**src/rtl/sb_ctrl_pkg.sv**
```systemverilog
// sb_ctrl_pkg: bus address map and data type shared by the *_sb_ctrl peripherals
package sb_ctrl_pkg;
  typedef logic [31:0] sb_data_t;
  localparam sb_data_t SB_VAL_ADDR  = 32'h0;
  localparam sb_data_t SB_MODE_ADDR = 32'h4;
  localparam sb_data_t SB_RST_ADDR  = 32'h24;
endpackage

```
**src/rtl/sw_debounce.sv**
```systemverilog
// sw_debounce: two-flop synchroniser and whole-vector debouncer, pulses change when sw_val commits
module sw_debounce #(
  parameter int WIDTH = 16,
  parameter int DEBOUNCE_CYCLES = 100_000
) (
  input  logic             clk,
  input  logic             rst,
  input  logic [WIDTH-1:0] sw,
  output logic [WIDTH-1:0] sw_val,
  output logic             change
);
  localparam int CW = $clog2(DEBOUNCE_CYCLES + 1);
  logic [WIDTH-1:0] q1, q2, cand;
  logic [CW-1:0] cnt;
  assign change = (q2 == cand) && (cnt == CW'(DEBOUNCE_CYCLES - 1)) && (cand != sw_val);
  always_ff @(posedge clk) begin
    if (rst) begin
      q1 <= '0;
      q2 <= '0;
      cand <= '0;
      cnt <= '0;
      sw_val <= '0;
    end else begin
      q1 <= sw;
      q2 <= q1;
      if (q2 != cand) begin
        cand <= q2;
        cnt <= '0;
      end else if (cnt == CW'(DEBOUNCE_CYCLES - 1)) cnt <= CW'(DEBOUNCE_CYCLES);
      else if (cnt < CW'(DEBOUNCE_CYCLES)) cnt <= cnt + CW'(1);
      if (change) sw_val <= cand;
    end
  end
endmodule

```
**src/rtl/sw_sb_ctrl.sv**
```systemverilog
// sw_sb_ctrl: bus-mapped debounced switch reader with change interrupt (value 0x00, irq_en 0x04, soft reset 0x24)
module sw_sb_ctrl
  import sb_ctrl_pkg::*;
#(
  parameter int DEBOUNCE_CYCLES = 100_000
) (
  input  logic        clk_i,
  input  logic        rst_i,
  input  logic        req_i,
  input  logic        write_enable_i,
  input  logic [31:0] addr_i,
  input  sb_data_t    write_data_i,
  output sb_data_t    read_data_o,
  input  logic [15:0] sw_i,
  output logic        interrupt_request_o,
  input  logic        interrupt_return_i
);
  logic [15:0] sw_val;
  logic change, irq_en, wr, rd, soft_rst, rst;
  assign wr = req_i & write_enable_i;
  assign rd = req_i & ~write_enable_i;
  assign soft_rst = wr && addr_i == SB_RST_ADDR && write_data_i == 32'd1;
  assign rst = rst_i | soft_rst;
  sw_debounce #(.WIDTH(16), .DEBOUNCE_CYCLES(DEBOUNCE_CYCLES)) u_deb (
    .clk(clk_i), .rst(rst), .sw(sw_i), .sw_val(sw_val), .change(change)
  );
  always_ff @(posedge clk_i) begin
    if (rst) begin
      irq_en <= 1'b0;
      interrupt_request_o <= 1'b0;
      read_data_o <= '0;
    end else begin
      if (wr && addr_i == SB_MODE_ADDR && write_data_i < 32'd2) irq_en <= write_data_i[0];
      // a new change takes priority over a same-cycle acknowledge
      if (change && irq_en) interrupt_request_o <= 1'b1;
      else if (interrupt_return_i) interrupt_request_o <= 1'b0;
      if (rd && addr_i == SB_VAL_ADDR) read_data_o <= {16'd0, sw_val};
      else if (rd && addr_i == SB_MODE_ADDR) read_data_o <= {31'd0, irq_en};
    end
  end
endmodule

```
**config.mk**
```make
export PLATFORM = sky130hd
export DESIGN_NAME = sw_sb_ctrl
export DESIGN_NICKNAME = d
export VERILOG_FILES = /design/src/rtl/sb_ctrl_pkg.sv /design/src/rtl/sw_debounce.sv /design/src/rtl/sw_sb_ctrl.sv
export SDC_FILE = /design/constraint.sdc
export NUM_CORES = 1
export LEC_CHECK = 0
export CORE_MARGIN = 3
export CORE_UTILIZATION = 45
export DETAILED_ROUTE_END_ITERATION = 16
export DONT_BUFFER_PORTS = 1
export PLACE_DENSITY = 0.68
export SKIP_CTS_REPAIR_TIMING = 1
export SLEW_MARGIN = 20
export SYNTH_ARGS = -nofsm -noshare
export SYNTH_HDL_FRONTEND = slang
export SYNTH_HIERARCHICAL = 1
export SYNTH_SLANG_ARGS = --single-unit
export TNS_END_PERCENT = 30
```
**constraint.sdc**
```tcl
create_clock -name clk_i -period 4.7 [get_ports clk_i]
set_input_delay 0.705 -clock clk_i [delete_from_list [all_inputs] [get_ports clk_i]]
set_output_delay 0.705 -clock clk_i [all_outputs]
set_load 0.02 [all_outputs]
```
# Yosys cells after proc, flatten, opt, wreduce, memory -nomap -nowiden
# Cells that the tools add are included.
[classes]
eq_ne = 7
muxes = 6
reduce_logical = 15
magnitude_cmp = 2
n_addsub = 1
bitwise = 4
[ops]
columns = ["operator", "n"]
rows = [
  ["17-bit two-way mux", 2],
  ["32-bit by 1-bit equality test with 1-bit output, second input constant", 1],
  ["32-bit by 3-bit equality test with 1-bit output, second input constant", 1],
  ["32-bit by 6-bit equality test with 1-bit output, second input constant", 1],
  ["32-bit logical NOT", 1],
  ["32-bit by 2-bit < comparator with 1-bit output, second input constant", 1],
  ["16-bit two-way mux", 2],
  ["16-bit inequality test", 2],
  ["17-bit by 1-bit adder with 17-bit output, second input constant", 1],
  ["17-bit equality test, second input constant", 1],
  ["17-bit < comparator, second input constant", 1],
  ["16-bit equality test", 1],
  ["1-bit logical AND", 9],
  ["2-bit nonzero test", 3],
  ["3-bit OR reduction", 1],
  ["1-bit AND", 2],
  ["1-bit two-way mux", 2],
  ["2-bit OR reduction", 1],
  ["1-bit NOT", 1],
  ["1-bit OR", 1],
]
[totals]
wordCells = 44
ff_bits = 99
out_inout_bits = 33
input_bits = 85

# Depth between registers and ports, before layout
[logic_depth]
ltp_word = 5
depth_mapped = 9

# Hierarchy
# Netlist, hierarchy kept.
[by_module_without_submodules]
columns = ["module", "seq_area_each_um2", "n_inst", "cells_per_inst", "area_per_inst_um2"]
rows = [
  ["sw_debounce", 1621.6, 1, 322, 3263.1],
  ["sw_sb_ctrl", 360.3, 1, 122, 1083.5],
]

# Worst setup path after synthesis
# Ideal clock, no wire load.
[synth_path]
path_type = "input-to-reg"
from = "in addr_i[31]"
to = "reg u_deb.q1[0]"
slack_ns = 2.183
path_stages = 9
setup_ns = 0.128
path_buffers = 4
arrival_ns = 2.389
cell_sequence = "nor4b_1 nand4_1 nor2_1 a41o_1 buf_6 buf_8 clkbuf_1 buf_1 nor2b_1"
[synth_via]
elab_chain_len = 4
[synth_lines]
columns = ["element", "line_no", "text"]
rows = [
  ["start: declaration", "sw_sb_ctrl.sv:11", "input logic [31:0] addr_i,"],
  ["32-bit by 6-bit equality test with 1-bit output", "sw_sb_ctrl.sv:22", "assign soft_rst = wr && addr_i == SB_RST_ADDR && write_data_i == 32'd1;"],
  ["1-bit logical AND (2 in a row)", "sw_sb_ctrl.sv:22", ""],
  ["1-bit OR", "sw_sb_ctrl.sv:23", "assign rst = rst_i | soft_rst;"],
  ["net rst", "sw_sb_ctrl.sv:19", "logic change, irq_en, wr, rd, soft_rst, rst;"],
  ["end signal: assignment", "sw_debounce.sv:24", "q1 <= sw;"],
  ["end: declaration", "sw_debounce.sv:13", "logic [WIDTH-1:0] q1, q2, cand;"],
]
# The timed path passes the listed nets, and every way through them passes these cells.
# A chain may end at the register's enable or synchronous reset.

# Final worst setup path
[layout_path]
from = "in addr_i[10]"
to = "reg u_deb.cnt[14]"
[layout_via]
elab_chain_len = 5
[layout_lines]
columns = ["element", "line_no", "text"]
rows = [
  ["32-bit by 6-bit equality test with 1-bit output", "sw_sb_ctrl.sv:22", ""],
  ["1-bit logical AND (2 in a row)", "sw_sb_ctrl.sv:22", ""],
  ["1-bit OR", "sw_sb_ctrl.sv:23", ""],
  ["3-bit OR reduction (no line)", "n/a", ""],
  ["end signal: assignment", "sw_debounce.sv:29", "end else if (cnt == CW'(DEBOUNCE_CYCLES - 1)) cnt <= CW'(DEBOUNCE_CYCLES);"],
  ["end signal: assignment", "sw_debounce.sv:30", "else if (cnt < CW'(DEBOUNCE_CYCLES)) cnt <= cnt + CW'(1);"],
  ["end: declaration", "sw_debounce.sv:14", "logic [CW-1:0] cnt;"],
]
# Every way passes these cells.

==> metrics.md <==
| Metric | Value |
|---|---|
| Pwr dens | 340 mW/mm2 |
| Vias/cell | 5.30 |
| Die Height | 104 um |
| Reg clk slew, reported paths | 0.10 ns |
| CTS tree | yes |
| Clock Tree Root | clkbuf_8 |
| Slew margin rel. | 50.6% |
| Core ar. | 0.00933 mm2 |
| Max Root-Sink Buffers | 2 |
| DR WL/cell | 15.2 um |
| Finish-stage setup viols | 0 |
| Count of warnings emitted by yosys | 6 |
| Reg2reg start | u_deb/cnt[11] |
| Initial antenna violation count | 0 |
| Clock sinks | 99 |
| FF+latch count, synth | 99 |
| Worst Setup SP | addr_i[10] |
| Worst skew pair latency | 0.36 ns |
| Fin area | 0.00454 mm2 |
| Starting DRT DRC Count | 135 |
| Initial core utilization | 46.6% |
| HP Class | input port to flip-flop |
| GRT Total Usage | 15.4% |
| Sequential-to-total area share from yosys stat | 45.6% |
| Synth cell types | 44 |
| Worst Setup Path Type | input port to flip-flop |
| Hold EP | irq_en |
| Die area | 0.0109 mm2 |
| Static leakage | 1.62 nW |
| Worst path required time | 4.93 ns |
| Syn avg cell area | 9.79 um2 |
| CP startpoint kind | input port |
| Largest net degree at the start of global routing | 51 |
| Endpoints failing hold | 0 |
| Status | finished, final reports clean |
| R2r worst-path depth | 5 |
| RSZ-0062 raised after global routing | false |
| Die Width | 104 um |
| Grt ovf | 0 |
| Area after DPL | 0.00432 mm2 |
| # nets final | 515 |
| Port bufs | 0 |
| Routed WL | 8560 um |
| Fmax achieved | 394 MHz |
| Cell Area, Synth | 0.00435 mm2 |
| CTS Buf Count | 9 |
| Final GP Congestion | 0.812 |
| CP Data Arrival Time | 2.77 ns |
| Final cycle utilization of the critical path | 54.0% |
| DRT Pass-1 Iters | 4 |
| Total negative setup slack | 0 ns |
| Max Slew Vio Count | 0 |
| Num ports | 118 |
| Drt drc | 0 |
| Min-delay src | rst_i |
| Vias in the first global route | 2802 |
| Worst-Margin Slew | 0.739 ns |
| Post-route ant nets | 0 |
| Post-DP HPWL | 6320 um |
| Via count | 2983 |
| Post-Route Skew | 0.0147 ns |
| Worst-path maximum fanout | 34 |
| Final min period | 2.54 ns |
| VDD IR max | 0.192 mV |
| Inserted Diodes | 0 |
| Hold Crit Depth | 1 |
| Post-Synthesis Cells | 444 |
| Crit end category | flip-flop |
| Rows | 35 |
| CTS HTree Levels | 3 |
| Fraction of layout cells with a size suffix above 1 | 9.45% |
| P&R area growth vs syn | 4.52% |
| Worst flop-to-flop path endpoint | u_deb/cnt[14] |
| MaxCap Viol Count | 0 |
| R2R Setup Slk | 2.32 ns |
| First-pass GRT wire length | 13600 um |
[layout make-up]
class	instances	area (um2)
fill	894	4780
multi-input combinational	315	2150
sequential	99	1980
tap	129	161
clock buffer	9	124
clock inverter	7	104
timing repair buffer	2	18.8
inverter	2	7.51
[layer usage]
metal / routed length (um) / vias to the layer above / global-route usage, %
li1: - / 1500 / -
met1: 3800 / 1346 / 19.7
met2: 3940 / 120 / 23.8
met3: 588 / 17 / 4.41
met4: 232 / 0 / 7.50
met5: 0 / - / 0
[per-stage QoR]
step / power [mW] / utilization [%] / setup slack, ns / instances / hold slack, ns
6_report: 1.54 / 48.7 / 2.16 / 563 / 0.405
2_1_floorplan: 0.979 / - / 2.18 / 459 / 0.414
3_5_place_dp: 0.978 / 46.3 / 1.74 / 547 / 0.424
5_1_grt: 1.61 / 48.7 / 2.00 / 563 / 0.382
3_3_place_gp: 0.976 / 46.1 / 1.78 / 546 / 0.425
4_1_cts: 1.56 / 48.7 / 2.14 / 563 / 0.387
[worst max path at each step]
stage	end	slack [ns]	cells past startpoint
2_1_floorplan	u_deb/q1[0]	2.18	9
3_3_place_gp	u_deb/cnt[14]	1.78	6
3_5_place_dp	u_deb/cnt[14]	1.74	6
4_1_cts	u_deb/cnt[14]	2.14	6
5_1_grt	u_deb/cnt[14]	2.00	6
6_report	u_deb/cnt[14]	2.16	6
[placed cells by master (no fill, tap or decap), drive strengths merged, types with 2 or more instances in the layout]
cell	synthesis	final
dfxtp	99	99
nor2b	50	50
a21oi	34	34
xor2	34	34
nor4	26	26
nand4	24	24
nor2	22	22
nand2b	17	17
conb	1	16
o31ai	16	16
nand3b	15	15
xnor2	12	12
clkbuf	14	9
nand3	9	9
nor3	9	9
inv	2	5
nand2	4	4
and3	4	4
and4	3	3
nor4b	3	3
a31oi	3	3
or3	2	2
mux2i	2	2
nand4b	2	2
clkinv	0	2
buf	29	2
[worst max-delay path, stage by stage]
cell and delay (ns):
nor4_1 0.32, nand4_1 0.22, nor2_1 0.23, a41o_2 0.62
or3_1 0.58, nor2_1 0.10
[synthesized netlist by cell type]
library cell | count | share of area, %
a211oi_2 | 1 | 0.29
a21oi_1 | 34 | 3.9
a22oi_1 | 1 | 0.17
a31o_2 | 1 | 0.20
a31oi_1 | 3 | 0.43
a41o_1 | 1 | 0.23
and2_1 | 1 | 0.14
and3_1 | 4 | 0.58
and4_1 | 3 | 0.60
buf_1 | 1 | 0.086
buf_2 | 6 | 0.69
buf_4 | 17 | 2.9
buf_6 | 4 | 1.0
buf_8 | 1 | 0.35
clkbuf_1 | 13 | 1.1
clkbuf_2 | 1 | 0.12
conb_1 | 1 | 0.086
dfxtp_1 | 99 | 46
ha_1 | 1 | 0.29
inv_1 | 2 | 0.17
mux2i_1 | 2 | 0.46
nand2_1 | 4 | 0.35
nand2b_1 | 17 | 2.4
nand3_1 | 9 | 1.0
nand3b_1 | 15 | 2.6
nand4_1 | 23 | 3.3
nand4_4 | 1 | 0.49
nand4b_1 | 2 | 0.40
nor2_1 | 12 | 1.0
nor2_2 | 10 | 1.4
nor2b_1 | 50 | 7.2
nor3_1 | 8 | 0.92
nor3_2 | 1 | 0.23
nor3b_1 | 1 | 0.17
nor4_1 | 20 | 2.9
nor4_2 | 1 | 0.29
nor4_4 | 5 | 2.4
nor4b_1 | 2 | 0.40
nor4b_2 | 1 | 0.35
o2111ai_1 | 1 | 0.20
o31ai_1 | 16 | 2.8
or3_1 | 2 | 0.29
xnor2_1 | 12 | 2.4
xor2_1 | 34 | 6.9
[cells by family (layout without fill, tap and decap cells)]
| family | Yosys count | in the layout | synth area share [%] |
|---|---|---|---|
| buf+inv | 45 | 20 | 6.51 |
| mux | 2 | 2 | 0.461 |
| simple gates | 192 | 192 | 29.6 |
| xor+xnor | 46 | 46 | 9.27 |
| other cells | 1 | 16 | 0.0863 |
| fa+ha+maj | 1 | 1 | 0.288 |
| flops | 99 | 99 | 45.6 |
| compound gates | 58 | 58 | 8.20 |
[registers in the layout, summed over array words and instances (netlist names)]
signal,flops
interrupt_request_o,1
irq_en,1
read_data_o,16
u_deb/cand,16
u_deb/cnt,17
u_deb/q1,16
u_deb/q2,16
u_deb/sw_val,16
[where the power goes]
| part | total, mW | internal, mW | switching (mW) |
|---|---|---|---|
| clock network | 0.584 | 0.266 | 0.319 |
| logic | 0.0933 | 0.0311 | 0.0622 |
| registers | 0.865 | 0.855 | 0.0102 |
| total | 1.54 | 1.15 | 0.391 |
(Power assumes the default switching activity.)
